==> src/rtl/riscv_pkg.sv <==
// Shared RV32 pipeline definitions: writeback-source encodings, load/store
// size codes and the memory-stage FSM states.
package riscv_pkg;

    localparam logic [1:0] MR_ALU = 2'b00;
    localparam logic [1:0] MR_MEM = 2'b01;
    localparam logic [1:0] MR_PC4 = 2'b10;

    localparam logic [2:0] F3_B  = 3'b000;
    localparam logic [2:0] F3_H  = 3'b001;
    localparam logic [2:0] F3_W  = 3'b010;
    localparam logic [2:0] F3_BU = 3'b100;
    localparam logic [2:0] F3_HU = 3'b101;

    typedef enum logic [1:0] {
        ST_IDLE = 2'd0,
        ST_REQ  = 2'd1,
        ST_DONE = 2'd2
    } mem_state_t;

endpackage

==> src/rtl/mem_align.sv <==
// Combinational data-memory lane handling: store byte enables and replicated
// write data, load byte/half extraction with extension, and access legality.
module mem_align
    import riscv_pkg::*;
(
    input  logic [2:0]  funct3,
    input  logic        is_store,
    input  logic [1:0]  addr_lo,
    input  logic [31:0] store_data,
    input  logic [31:0] rdata,
    output logic [3:0]  be,
    output logic [31:0] wdata,
    output logic [31:0] load_data,
    output logic        access_err
);

    logic [7:0]  byte_sel;
    logic [15:0] half_sel;
    logic        bad_f3;
    logic        misaligned;

    always_comb begin
        be    = 4'b1111;
        wdata = store_data;
        case (funct3[1:0])
            2'b00: begin
                be    = 4'b0001 << addr_lo;
                wdata = {4{store_data[7:0]}};
            end
            2'b01: begin
                be    = 4'b0011 << addr_lo;
                wdata = {2{store_data[15:0]}};
            end
            default: ;
        endcase
    end

    always_comb begin
        case (addr_lo)
            2'd0:    byte_sel = rdata[7:0];
            2'd1:    byte_sel = rdata[15:8];
            2'd2:    byte_sel = rdata[23:16];
            default: byte_sel = rdata[31:24];
        endcase
        half_sel = addr_lo[1] ? rdata[31:16] : rdata[15:0];
        case (funct3)
            F3_B:    load_data = {{24{byte_sel[7]}}, byte_sel};
            F3_BU:   load_data = {24'h0, byte_sel};
            F3_H:    load_data = {{16{half_sel[15]}}, half_sel};
            F3_HU:   load_data = {16'h0, half_sel};
            default: load_data = rdata;
        endcase
    end

    // Stores have no unsigned variants, so 100/101 are only legal for loads.
    always_comb begin
        if (is_store)
            bad_f3 = !(funct3 == F3_B || funct3 == F3_H || funct3 == F3_W);
        else
            bad_f3 = (funct3 == 3'b011) || (funct3 == 3'b110) || (funct3 == 3'b111);
        misaligned = ((funct3[1:0] == 2'b01) && addr_lo[0]) ||
                     ((funct3[1:0] == 2'b10) && (addr_lo != 2'b00));
        access_err = bad_f3 | misaligned;
    end

endmodule

==> src/rtl/mem_stage.sv <==
// RV32 memory-access stage: drives a request/ready data-memory port for loads
// and stores, stalls upstream while a transaction is in flight, feeds MEM/WB.
module mem_stage
    import riscv_pkg::*;
(
    input  logic        clk,
    input  logic        rst_n,
    input  logic        branch,
    input  logic        memRW,
    input  logic        RegW,
    input  logic [1:0]  MemReg,
    input  logic [2:0]  funct3,
    input  logic [4:0]  rd,
    input  logic [31:0] pc_branch,
    input  logic [31:0] pc_add4,
    input  logic [31:0] alu_in,
    input  logic [31:0] data_in,
    output logic        dmem_req,
    output logic        dmem_we,
    output logic [31:0] dmem_addr,
    output logic [3:0]  dmem_be,
    output logic [31:0] dmem_wdata,
    input  logic        dmem_ready,
    input  logic [31:0] dmem_rdata,
    output logic        stall,
    output logic        pc_sel,
    output logic [31:0] pc_target,
    output logic        mem_err,
    output logic        RegW_out,
    output logic [1:0]  MemReg_out,
    output logic [4:0]  rd_out,
    output logic [31:0] alu_out,
    output logic [31:0] mem_data_out,
    output logic [31:0] pc_add4_out
);

    mem_state_t  state_reg, state_next;
    logic [31:0] load_data_reg, load_data_next;
    logic        req_next, we_next, err_next;
    logic [31:0] addr_next, wdata_next;
    logic [3:0]  be_next;
    logic        stall_fsm, wb_load;
    logic [31:0] wb_mem_data;

    logic        mem_op;
    logic [3:0]  lane_be;
    logic [31:0] lane_wdata, lane_load;
    logic        access_err;

    assign mem_op    = memRW | (MemReg == MR_MEM);
    assign pc_sel    = branch;
    assign pc_target = pc_branch;
    // Held low in reset so upstream is released even with a memory op presented.
    assign stall     = rst_n & stall_fsm;

    // Upstream is frozen by stall, so the live inputs still describe the access in REQ.
    mem_align u_align (
        .funct3     (funct3),
        .is_store   (memRW),
        .addr_lo    (alu_in[1:0]),
        .store_data (data_in),
        .rdata      (dmem_rdata),
        .be         (lane_be),
        .wdata      (lane_wdata),
        .load_data  (lane_load),
        .access_err (access_err)
    );

    always_comb begin
        state_next     = state_reg;
        stall_fsm      = 1'b0;
        wb_load        = 1'b0;
        wb_mem_data    = 32'h0;
        req_next       = dmem_req;
        we_next        = dmem_we;
        addr_next      = dmem_addr;
        be_next        = dmem_be;
        wdata_next     = dmem_wdata;
        err_next       = 1'b0;
        load_data_next = load_data_reg;
        case (state_reg)
            ST_IDLE: begin
                if (!mem_op) begin
                    wb_load = 1'b1;
                end else if (access_err) begin
                    err_next = 1'b1;
                end else begin
                    stall_fsm  = 1'b1;
                    req_next   = 1'b1;
                    we_next    = memRW;
                    addr_next  = {alu_in[31:2], 2'b00};
                    be_next    = lane_be;
                    wdata_next = memRW ? lane_wdata : 32'h0;
                    state_next = ST_REQ;
                end
            end
            ST_REQ: begin
                stall_fsm = 1'b1;
                if (dmem_ready) begin
                    load_data_next = lane_load;
                    req_next       = 1'b0;
                    state_next     = ST_DONE;
                end
            end
            ST_DONE: begin
                wb_load     = 1'b1;
                wb_mem_data = memRW ? 32'h0 : load_data_reg;
                state_next  = ST_IDLE;
            end
            default: state_next = ST_IDLE;
        endcase
    end

    always_ff @(posedge clk or negedge rst_n) begin
        if (!rst_n) begin
            state_reg     <= ST_IDLE;
            load_data_reg <= 32'h0;
            dmem_req      <= 1'b0;
            dmem_we       <= 1'b0;
            dmem_addr     <= 32'h0;
            dmem_be       <= 4'b0000;
            dmem_wdata    <= 32'h0;
            mem_err       <= 1'b0;
            RegW_out      <= 1'b0;
            MemReg_out    <= MR_ALU;
            rd_out        <= 5'd0;
            alu_out       <= 32'h0;
            mem_data_out  <= 32'h0;
            pc_add4_out   <= 32'h0;
        end else begin
            state_reg     <= state_next;
            load_data_reg <= load_data_next;
            dmem_req      <= req_next;
            dmem_we       <= we_next;
            dmem_addr     <= addr_next;
            dmem_be       <= be_next;
            dmem_wdata    <= wdata_next;
            // Error pulse lines up with the bubble it leaves in MEM/WB.
            mem_err       <= err_next;
            if (wb_load) begin
                RegW_out     <= RegW;
                MemReg_out   <= MemReg;
                rd_out       <= rd;
                alu_out      <= alu_in;
                mem_data_out <= wb_mem_data;
                pc_add4_out  <= pc_add4;
            end else begin
                RegW_out     <= 1'b0;
                MemReg_out   <= MR_ALU;
                rd_out       <= 5'd0;
                alu_out      <= 32'h0;
                mem_data_out <= 32'h0;
                pc_add4_out  <= 32'h0;
            end
        end
    end

endmodule

==> config.mk <==
export PLATFORM = sky130hd
export DESIGN_NAME = mem_stage
export DESIGN_NICKNAME = d
export VERILOG_FILES = /design/src/rtl/riscv_pkg.sv /design/src/rtl/mem_align.sv /design/src/rtl/mem_stage.sv
export SDC_FILE = /design/constraint.sdc
export NUM_CORES = 1
export LEC_CHECK = 0
export CAP_MARGIN = 10
export CELL_PAD_IN_SITES_DETAIL_PLACEMENT = 2
export CELL_PAD_IN_SITES_GLOBAL_PLACEMENT = 2
export CORE_MARGIN = 3
export CORE_UTILIZATION = 28
export CTS_CLUSTER_SIZE = 14
export DETAILED_ROUTE_END_ITERATION = 7
export PLACE_DENSITY_LB_ADDON = 0.1
export SKIP_LAST_GASP = 1
export SLEW_MARGIN = 5
export SYNTH_ARGS = -nofsm -noshare
export SYNTH_HDL_FRONTEND = slang
export SYNTH_SLANG_ARGS = --single-unit
==> constraint.sdc <==
create_clock -name clk -period 4.8 [get_ports clk]
set_input_delay 0.96 -clock clk [delete_from_list [all_inputs] [get_ports clk]]
set_output_delay 0.96 -clock clk [all_outputs]
set_load 0.02 [all_outputs]
-- After elaboration in Yosys (flattened, before gate mapping)
Index checks and enable logic that the tools add are counted.
Widths: inputs -> output; s select.
- output and inout port bits: 209
- logic and storage cells: 86
- memory bits (read-only): 0
- bits in latches: 0
- memories: 0
- RAM bits: 0
- input bits: 176
- register bits after elaboration: 207
- shift operators: 2
- bitwise operators: 4
- multiply operators: 0
- div/mod/pow operators: 0
- equality and inequality tests: 17
- mux-type cells: 31
- $add $sub $neg: 0
- reduce and logical (&&, ||, !) cells: 18
- $lt $le $gt $ge: 0
- operators with widths (operator ; count):
    $mux 32 ; 6
    $pmux 32 s4 ; 1
    $pmux 32 s2 ; 1
    $pmux 8 s3 ; 1
    $mux 16 ; 1
    $eq 3x3->1 const B ; 4
    $mux 1 ; 11
    $eq 2x1->1 const B ; 4
    $mux 2 ; 4
    $pmux 4 s2 ; 1
    $eq 2x2->1 const B ; 3
    $eq 3x2->1 const B ; 2
    $logic_not 2->1 ; 3
    $ne 2x2->1 const B ; 3
    $pmux 1 s2 ; 3
    $reduce_and 3->1 ; 2
    $logic_or 1x1->1 ; 5
    $mux 5 ; 1
    $pmux 2 s2 ; 1
    $reduce_and 4->1 ; 1
    $reduce_bool 2->1 ; 2
    $shl 1x2->4 const A ; 1
    $shl 2x2->4 const A ; 1
    $eq 3x1->1 const B ; 1
    other kinds (7) ; 9

-- Depth between registers and ports, before layout
Gate-level depths: netlist (run 1).
- depth after elaboration: 10
- mapped depth: 7
- mapped depth without buffers: 4

-- By module
Synthesis (run 1) repeated with hierarchy kept, for this count alone.
- cell total of the unflattened synthesis: 712
- area total of the unflattened synthesis: 9161.3 µm²
- modules (own cells, without submodules) (module ; area an instance (µm²) ; cells an instance ; seq. area each (µm²) ; instances):
    mem_stage ; 7744.9 ; 497 ; 5180.0 ; 1
    mem_align ; 1416.4 ; 215 ; 0.0 ; 1

-- Worst setup path after synthesis (run 1)
OpenSTA, ideal clock, no wires.
- path kind: input to output
- start: input funct3[0]
- end: output stall
- required time: 3840 ps
- setup slack: 1482 ps
- arrival time: 2358 ps
- stages on the path: 6
- buffers on the path: 3
- cell sequence: buf_2 o41ai_2 nand3b_2 buf_6 buf_2 a21oi_1
- longest elaborated chain between the ends: 10
- elaborated cells between the ends (all ways): 22
- those cells by class: eq/ne (7); mux (4); bitwise (2); reduce/logical (9)
- RTL lines (item ; line ; RTL):
    from (decl) ; mem_stage.sv:12 ; input logic [2:0] funct3,
    $eq 3x1->1 or $logic_not 3->1 (tied branches) ; mem_align.sv:58 ; bad_f3 = !(funct3 == F3_B || funct3 == F3_H || funct3 == F3_W);
    $logic_or 1x1->1 (2 in series) ; mem_align.sv:58 ;
    $logic_not 1->1 ; mem_align.sv:58 ;
    $mux 1 ; mem_align.sv:57 ; if (is_store)
    $or 1x1->1 (*) ; mem_align.sv:63 ; access_err = bad_f3 | misaligned;
    $mux 1 (*) ; mem_stage.sv:85 ; end else if (access_err) begin
    $mux 1 (*) ; mem_stage.sv:83 ; if (!mem_op) begin
    $pmux 1 s2 (*) ; mem_stage.sv:81 ; case (state_reg)
    $and 1x1->1 (*) ; mem_stage.sv:54 ; assign stall = rst_n & stall_fsm;
    to (decl) ; mem_stage.sv:25 ; output logic stall,
Mark *: on every way between the ends. The rest lies on a longest branch, timed or not.

-- Final worst setup path (run 1)
- start: input alu_in[0]
- end: output stall
- longest elaborated chain between the ends: 8
- elaborated cells between the ends (all ways): 9
- those cells by class: mux (3); bitwise (2); reduce/logical (4)
- RTL lines (item ; line ; RTL):
    from (decl) ; mem_stage.sv:16 ; input logic [31:0] alu_in,
    $reduce_bool 2->1 ; mem_align.sv:62 ; ((funct3[1:0] == 2'b10) && (addr_lo != 2'b00));
    $logic_and 1x1->1 ; mem_align.sv:62 ;
    $logic_or 1x1->1 (*) ; mem_align.sv:61 ; misaligned = ((funct3[1:0] == 2'b01) && addr_lo[0]) ||
    $or 1x1->1 (*) ; mem_align.sv:63 ;
    $mux 1 (*) ; mem_stage.sv:85 ;
    $mux 1 (*) ; mem_stage.sv:83 ;
    $pmux 1 s2 (*) ; mem_stage.sv:81 ;
    $and 1x1->1 (*) ; mem_stage.sv:54 ;
Marks and branches as above.

==> results by group, run 1 <==
Final layout
  • Commonest non-fill, non-tap cell in the layout: clkdlybuf4s50_1
  • Nets: 1175
  • Share of layout cells above drive strength 1: 0.124
  • Diodes inserted: 0
  • Synth-to-layout area growth: 46.4%
  • Most frequent cells in the layout: clkdlybuf4s50_1, dfrtp_1, and3_1
  • Post-route cell area: 12900 µm²
  • Final design utilization: 0.418

Setup path
  • Crit. Startpoint: alu_in[0]
  • Critical Path End: stall
  • Kind of critical path: in2out
  • R2R setup slack: 2410 ps
  • Slowest-stage cell, CP: o41ai_2
  • Crit-path max FO: 10
  • RR Startpoint: state_reg[1]
  • Reg2reg end: dmem_wdata[11]
  • Critical-path cell list: clkdlybuf4s50_1 > o41ai_2 > nand3b_4 > a21oi_1 > clkdlybuf4s50_1
  • Buf/Inv on CP: 2
  • Critical Path Stages: 5
  • Req. time, crit path: 3840 ps
  • Critical path capture point type: output pin
  • CP arrival: 3370 ps
  • Cell depth of the worst flop-to-flop path: 5
  • CP Launch Type: primary input
  • CP peak stage delay: 760 ps
  • Cell mode on critical path: clkdlybuf4s50_1
  • CP top delay family: buffers and inverters

Yosys
  • Synth top area cells: dfrtp_1, mux2_4, and3_1
  • Post-Synth Adder-Cell Area: 0
  • Synth top area share: 0.588
  • Complex-gate fraction of the synthesized area: 0.0621
  • Synth Area in Simple Gates: 0.137
  • Mux share of post-synthesis cell area: 0.138
  • Post-synth cell types: 42
  • Average size of a mapped cell: 12.1 µm²
  • XOR/XNOR Fraction of Synth Area: 0
  • Post-synth top area cell: dfrtp_1
  • Synthesized cell area: 8810 µm²
  • Number of flops mapped to enable cells by yosys: 0
  • FFs w/ async S/R, synth: 1.00
  • Post-synth top flop: dfrtp_1
  • Synth Register Bits: 207
  • Total of warnings raised by yosys: 0
  • Largest family of logic cells by synthesized area: multiplexers
  • Sequential area share after synthesis: 0.588
  • Synthesized instance count: 730

Clock network
  • Worst-Skew Late Latency: 540 ps
  • Post-CTS Resized: 0
  • Clock slew at reported path FFs: 60 ps
  • CTS tree: yes
  • Num CTS Buffers: 26
  • CTS Buffer Depth: 3
  • Cts hold-fix bufs: 0
  • Setup Fix Bufs, Post-CTS: 0
  • H-tree Lvls: 1
  • Root buf cell: clkbuf_16
  • CTS Sinks: 207

Die
  • Chip Height: 183 µm
  • Die Width: 183 µm
  • Die Area: 33600 µm²
  • Core Area: 30800 µm²
  • IO Count: 385
  • Std cell rows: 64
  • Starting density of the core: 0.286

STA
  • Post-layout minimum cycle time: 4330 ps
  • Peak Freq: 231 MHz
  • Slew HR: 0.346
  • Period Utilization, post-route: 0.902
  • Final setup violation count: 0
  • Post-Route Setup TNS: 0 ps
  • Worst-margin pin slew: 981 ps
  • Final count of pins violating max slew: 0
  • Final hold violations: 0
  • Skew final: 6.32 ps
  • Unrepaired setup endpoints after global routing: no

GRT
  • Pin count of the biggest net entering global routing: 150
  • First-pass GRT wire length: 46.1 mm
  • Initial antenna violation count: 3
  • GRT Overall Usage: 0.177
  • Total congestion overflow: 0
  • Number of global-route vias before repair: 7017

Route
  • ANT nets after route: 0
  • # DRC: 0
  • Avg WL per Cell: 21.6 µm
  • Iteration-0 DRC Markers: 239
  • Drt first pass iters: 4
  • Vias: 6486
  • Drt total wl: 30.5 mm
  • Vias per cell: 4.59

Placed design
  • Final Wtd Congestion: 0.722
  • DP Area: 12000 µm²
  • HPWL after DPL: 21.1 mm
  • # port buffers: 316

Power
  • LEAKAGE: 6.08 nW
  • P per Cell Area: 476 nW/µm²
  • Max VDD drop: 0.000259 V

Run
  • Maxcap violations: 0

Hold path
  • Tightest Hold Check Type: in2async

Run status
  • Status: complete, no violations
power breakdown:
group | internal [mW] | switching, mW
registers | 2.14 | 0.200
logic | 0.917 | 0.879
clock network | 1.21 | 0.785
cells in the mapped netlist (2+ instances only):
| cell type | instances |
|---|---|
| o21ai_0 | 29 |
| a31oi_1 | 2 |
| o211ai_1 | 2 |
| nor3_1 | 3 |
| buf_12 | 5 |
| buf_2 | 9 |
| dfrtp_1 | 207 |
| nand3_1 | 2 |
| inv_1 | 18 |
| nand3b_2 | 2 |
| mux2_2 | 8 |
| clkinv_1 | 2 |
| mux2_4 | 51 |
| clkbuf_1 | 34 |
| a21boi_0 | 8 |
| o21a_1 | 2 |
| nor2b_1 | 10 |
| and2_1 | 32 |
| nand2_1 | 68 |
| a22o_1 | 2 |
| mux2i_1 | 33 |
| a21oi_1 | 28 |
| nor2_1 | 37 |
| buf_6 | 2 |
| or3_1 | 5 |
| and3_1 | 72 |
| buf_4 | 36 |
| a22oi_1 | 7 |
worst min-delay path by stage:
stage                             endpoint               from
final                          alu_out[26]              rst_n
after global routing           alu_out[26]              rst_n
after CTS                      alu_out[26]              rst_n
after detailed placement          dmem_req           dmem_req
after global placement            dmem_req           dmem_req
after floorplan           mem_data_out[10]  load_data_reg[10]
worst register-to-register path, cell delays in order (launching register included):
cell and delay [ps]:
dfrtp_1 410, o21bai_4 150, nand3b_4 140, buf_4 340, buf_4 800, mux2_4 430
metal layers:
metal | routed length, µm | vias up | global-route usage
met4 | 526 | 6 | 0.0363
met1 | 14000 | 3244 | 0.243
li1 | - | 2944 | -
met2 | 14000 | 241 | 0.285
met3 | 1930 | 51 | 0.0462
met5 | 41 | - | 0
logic make-up (layout without fill, tap and decap cells):
logic type,Yosys count,in the layout
and+or+nand+nor,234,234
other,1,2
AOI/OAI and AO/OA,88,88
muxes,93,93
DFF,207,207
buffers and inverters,107,394
final cells by class:
class                   instances  area [µm²]
well taps                     396         495
clock buffers                  39         810
multi-input cells             417        3000
flip-flops and latches        207        5180
repair buffers                327        3260
clock inverters                 8        76.3
inverters                      20        75.1
fillers                      3198       17900
metrics by stage:
step	total power, mW	hold slack, ps	worst slack, ps	instances
2_1_floorplan	3.30	453	1480	731
3_3_place_gp	4.15	460	498	1367
3_5_place_dp	4.20	467	485	1367
4_1_cts	6.24	357	489	1414
5_1_grt	6.47	377	414	1414
6_report	6.13	351	472	1414
Power figures use the tool's default switching activity.
==> run 2: changes to the inputs <==
SLEW_MARGIN = 20   (was 5)
==> results of run 2 <==
No change in the layout: final DEF, timing and power equal those of run 1.
==> run 3: changes to the inputs <==
ABC_CLOCK_PERIOD_IN_PS = 4800   (was default)
CAP_MARGIN = default   (was 10)
==> results of run 3 <==
No change in the layout: final DEF, timing and power equal those of run 1.
